$ cat src/rtl/ifetch_pcgen.sv
`default_nettype none
// ============================================================================
// Module   : ifetch_pcgen
// Purpose  : Fetch-PC owner and instruction-bus requester feeding the fetch
//            stage. Optional misaligned-PC fault: IFETCH_MISALIGN_CHECK_EN.
// Revision : 1.0  initial release
// ============================================================================
module ifetch_pcgen #(
    parameter logic [63:0] RESET_PC = 64'h0000_0000_8000_0000,
    parameter logic [63:0] PC_STEP  = 64'd4
) (
    input  logic        clk,
    input  logic        reset,
    output logic        ireq_valid,
    output logic [63:0] ireq_addr,
    input  logic        iresp_data_ok,
    input  logic [31:0] iresp_data,
    input  logic        redirect_valid,
    input  logic [63:0] redirect_pc,
    output logic        out_valid,
    input  logic        out_ready,
    output logic [31:0] out_instr,
    output logic [63:0] out_pc,
    output logic        out_misalign
);

    typedef enum logic [1:0] {
        S_IDLE = 2'd0,
        S_REQ  = 2'd1,
        S_HOLD = 2'd2
    } state_t;

    state_t      r_state, w_state_nxt;
    logic [63:0] r_pc, w_pc_nxt;
    logic [63:0] r_redir_pc, w_redir_pc_nxt;
    logic        r_discard, w_discard_nxt;
    logic [31:0] r_instr, w_instr_nxt;
    logic [63:0] r_instr_pc, w_instr_pc_nxt;
    logic        w_misalign;

    always_ff @(posedge clk) begin
        if (!reset) begin
            r_state    <= S_IDLE;
            r_pc       <= RESET_PC;
            r_discard  <= 1'b0;
            r_instr    <= 32'd0;
            r_instr_pc <= 64'd0;
        end else begin
            r_state    <= w_state_nxt;
            r_pc       <= w_pc_nxt;
            r_discard  <= w_discard_nxt;
            r_instr    <= w_instr_nxt;
            r_instr_pc <= w_instr_pc_nxt;
        end
        r_redir_pc <= w_redir_pc_nxt;
    end

    always_comb begin
        w_state_nxt    = r_state;
        w_pc_nxt       = r_pc;
        w_redir_pc_nxt = r_redir_pc;
        w_discard_nxt  = r_discard;
        w_instr_nxt    = r_instr;
        w_instr_pc_nxt = r_instr_pc;
        case (r_state)
            S_IDLE: begin
                w_state_nxt = S_REQ;
                if (redirect_valid) w_pc_nxt = redirect_pc;
            end
            S_REQ: begin
                if (w_misalign) begin
                    // No bus request is outstanding, so a redirect retargets directly.
                    if (redirect_valid) begin
                        w_pc_nxt = redirect_pc;
                    end else begin
                        w_instr_nxt    = 32'd0;
                        w_instr_pc_nxt = r_pc;
                        w_state_nxt    = S_HOLD;
                    end
                end else if (iresp_data_ok) begin
                    w_discard_nxt = 1'b0;
                    if (redirect_valid) begin
                        w_pc_nxt = redirect_pc;
                    end else if (r_discard) begin
                        w_pc_nxt = r_redir_pc;
                    end else begin
                        w_instr_nxt    = iresp_data;
                        w_instr_pc_nxt = r_pc;
                        w_pc_nxt       = r_pc + PC_STEP;
                        w_state_nxt    = S_HOLD;
                    end
                end else if (redirect_valid) begin
                    // Address must stay stable until data_ok; remember the target.
                    w_redir_pc_nxt = redirect_pc;
                    w_discard_nxt  = 1'b1;
                end
            end
            S_HOLD: begin
                if (redirect_valid) begin
                    w_pc_nxt    = redirect_pc;
                    w_state_nxt = S_REQ;
                end else if (out_ready) begin
                    w_state_nxt = S_REQ;
                end
            end
            default: w_state_nxt = S_IDLE;
        endcase
    end

`ifdef IFETCH_MISALIGN_CHECK_EN
    logic r_mis, w_mis_nxt;

    assign w_misalign = (r_pc[1:0] != 2'b00);

    always_comb begin
        w_mis_nxt = r_mis;
        if (r_state == S_REQ) w_mis_nxt = w_misalign;
    end

    always_ff @(posedge clk) begin
        if (!reset) r_mis <= 1'b0;
        else        r_mis <= w_mis_nxt;
    end

    assign out_misalign = (r_state == S_HOLD) && r_mis;
`else
    assign w_misalign   = 1'b0;
    assign out_misalign = 1'b0;
`endif

    assign ireq_valid = (r_state == S_REQ) && !w_misalign;
    assign ireq_addr  = ireq_valid ? r_pc : 64'd0;
    assign out_valid  = (r_state == S_HOLD);
    assign out_instr  = r_instr;
    assign out_pc     = r_instr_pc;

endmodule
`default_nettype wire
$ cat config.mk
export PLATFORM = sky130hd
export DESIGN_NAME = ifetch_pcgen
export DESIGN_NICKNAME = d
export VERILOG_FILES = /design/src/rtl/ifetch_pcgen.sv
export SDC_FILE = /design/constraint.sdc
export NUM_CORES = 1
export LEC_CHECK = 0
export CAP_MARGIN = 20
export CORE_AREA = 5 5 163 165
export DETAILED_ROUTE_END_ITERATION = 8
export DIE_AREA = 0 0 168 170
export GPL_TIMING_DRIVEN = 0
export PLACE_DENSITY_LB_ADDON = 0.3
export SLEW_MARGIN = 40
export SYNTH_ARGS = -nofsm -noshare
export SYNTH_HDL_FRONTEND = slang
export SYNTH_SLANG_ARGS = --single-unit
$ cat constraint.sdc
create_clock -name clk -period 4.25 [get_ports clk]
set_input_delay 0.85 -clock clk [delete_from_list [all_inputs] [get_ports clk]]
set_output_delay 0.85 -clock clk [all_outputs]
set_load 0.005 [all_outputs]
==> results.toml <==
[outcome]
outcome = "finished clean"

[synthesis]
synth_common_cells = "nand2_1 (290), dfxtp_1 (163), a21oi_1 (153), clkbuf_1 (114), and2_1 (69)"
synth_area_leaders = "dfxtp_1 (30%), edfxtp_1 (17%), nand2_1 (9.9%)"
yosysUniqueCellTypes = 62
synth_area_leader_cell = "dfxtp_1"
synth_seq_area_share_pct = 47.0
synth_top_area_share_pct = 29.6
synth_nets = 1447
netlist_area_sq_mm = 0.0110
synth_flop_cell = "dfxtp_1"
synth_area_per_cell_sq_um = 8.20
synth.most_common_cell = "nand2_1"
yosys_warnings = 0
ys_seq_elements = 227
netlist_instances = 1345
synth_edf_count = 64
async_reset_ff_share_pct = 0

[routing]
drt_pass1_iterations = 5
vias = 11900
wl_per_cell_um = 22.4
wl_um = 44500
drc = 0
antenna_left = 0
drtIter0Drc = 1327
avgViaCountPerCell = 5.99

[global_routing]
busiest_layer = "met2"
grt_pass1_vias = 11300
grt.met1_usage_pct = 39.0
antenna_found_initial = 0
grt_use_total_pct = 29.5
grt-ovfl-total = 0
grt_pass1_wl_um = 66400
met2_usage_pct = 46.5
grt_use_met3_pct = 7.92
grt_max_degree = 20

[critical_path]
critPathKind = "reg2out"
arrival_ns = 3.26
r2r-start = "r_pc[4]$_SDFFE_PN0P_"
path_max_fanout = 10
cp.required_ns = 3.40
ff2ff_path_depth = 8
reg2reg_to = "r_pc[37]$_SDFFE_PN0P_"
reg2reg_slack_ns = 0.73
crit_path_end_kind = "output pin"
start_kind = "register"

[floorplan]
die_y_um = 170
fp-row-count = 58
io_pins = 264
start_util_pct = 44.3
dieArea_sq_mm = 0.0286
die_w_um = 168
coreArea_sq_mm = 0.0249

[clock_network]
clk_pin_slew_ns = 0.06
worstSkewPairLatency_ns = 0.53
cts_hold_buf = 0
cts_resized = 0
cts.sinks = 227
clock-root-buffer = "clkbuf_16"
cts_tree = "done"
htree_levels = 1
postCtsSetupBuffers = 0
clockBufferDepth = 3
cts_buffers = 25

[sta]
fmax_mhz = 243
rsz0062_at_grt = "no"
final.setup.tns_ns = 0
finalCriticalPeriod_ns = 4.11
maxSlewViolCount = 0
tightest_slew_ns = 0.973
finalSetupViolCount = 0
timing.final.crit_share_pct = 96.7
holdWs_ns = 0.452
skew_ns = 0.0134
finalHoldViolCount = 0
slew_headroom_pct = 35.2

[finish]
fillers = 2223
nNetsFinal = 1739
syn2layout_area_growth_pct = 36.0
seqCellArea_sq_mm = 0.00518
diodes = 0
layout.cells.non_filler = 1986
multi_input_area_sq_mm = 0.00536
drive_above_1_share_pct = 4.05

[placed_design]
hpwl_um = 32100
gp_congestion = 0.982
dp.cells = 1940
port_buffers = 262

[worst_hold_path]
hold_class = "reg2reg"
hold_start = "out_instr[27]$_SDFFE_PN0P_"
hold_depth = 2
min_to = "out_instr[27]$_SDFFE_PN0P_"

[pwr]
p_leak_uw = 0.00488
vdd_drop_max_mv = 0.316
power_density_mw_per_mm2 = 361
p_total_uw = 5420

[run]
drv_cap = 0
[where the power goes]
| part | internal, uW | switching, uW |
|---|---|---|
| combinational | 345 | 502 |
| clock | 1260 | 899 |
| sequential | 2320 | 92.5 |
| total | 3920 | 1490 |
[registers in the layout (all words and copies together), names as in the netlist]
register and cells:
out_instr 32, r_pc 64, r_redir_pc 64, r_discard 1, r_state 2, out_pc 64
[cells by family after synthesis]
family,after synthesis,share of synthesized area (%)
other,1,0.0340
multiplexers,9,0.851
AO/OA/AOI/OAI,342,19.1
adder cells (fa/ha/maj),1,0.113
XOR/XNOR,9,0.715
buffers and inverters,138,4.79
AND/OR/NAND/NOR,618,27.4
flip-flops,227,47.0
[cell usage in the layout, fill, tap and decap left out, types with 6 or more instances in the layout]
cell type / count
inv_1: 10
clkdlybuf4s50_1: 262
o31ai_1: 8
dfxtp_1: 163
nor2_1: 46
buf_1: 7
clkbuf_16: 26
a221oi_1: 9
a311oi_1: 8
o211ai_1: 24
or3_1: 16
mux2i_1: 6
and3_1: 26
nor3_1: 23
xor2_1: 6
o21ai_0: 52
a211oi_1: 19
and2_1: 69
a31oi_1: 20
clkbuf_1: 121
o311ai_0: 7
edfxtp_1: 64
nand4bb_1: 7
nand4_1: 31
nand3_1: 46
a31o_2: 6
nand2b_1: 9
or4_1: 17
a21oi_1: 152
nor4_1: 17
o31a_1: 9
nand2_1: 290
[how the worst max path moves through the flow]
stage	cells past startpoint	to	from	slack (ns)
4_1_cts	6	ireq_addr[18]	r_state[0]$_SDFFE_PN0P_	0.14
5_1_grt	6	ireq_addr[18]	r_state[0]$_SDFFE_PN0P_	0.02
3_3_place_gp	5	r_redir_pc[41]$_DFFE_PP_	r_state[0]$_SDFFE_PN0P_	-1.02
6_report	6	ireq_addr[18]	r_state[0]$_SDFFE_PN0P_	0.14
3_5_place_dp	7	r_pc[14]$_SDFFE_PN0P_	iresp_data_ok	0.48
2_1_floorplan	5	r_redir_pc[0]$_DFFE_PP_	r_state[0]$_SDFFE_PN0P_	0.94
[worst max-delay path, cell delays in order (launching register included)]
cell and delay [ns]:
dfxtp_1 0.44, clkbuf_1 0.42, nor2b_1 0.34, clkbuf_2 0.50
clkbuf_1 0.31, and2_1 0.20, clkdlybuf4s50_1 0.51
[per-stage QoR]
stage               worst slack [ns]  area [sq um]  util (%)
global route                  0.0221         15000      60.3
CTS                            0.140         15000      60.2
global placement               -1.02         14100      56.5
detailed placement             0.482         14200      57.0
finish                         0.142         15000      60.3
floorplan                      0.943         11000         -
[per-layer routing]
metal	wire [um]	share of wire, %	vias to the layer above
li1	-	-	5416
met1	17700	40	5557
met2	19400	44	806
met3	5700	13	116
met4	1740	3.9	0
met5	0	0	-
[cell type report]
class / count / share of cell area (%)
plain buffers: 127 / 3.27
clock buffers: 40 / 4.95
clock inverters: 6 / 0.417
inverters: 11 / 0.275
multi-input cells: 980 / 35.7
flip-flops and latches: 227 / 34.6
well taps: 330 / 2.75
repair buffers: 265 / 18.0
No activity file was read; power rests on OpenSTA's default activity.
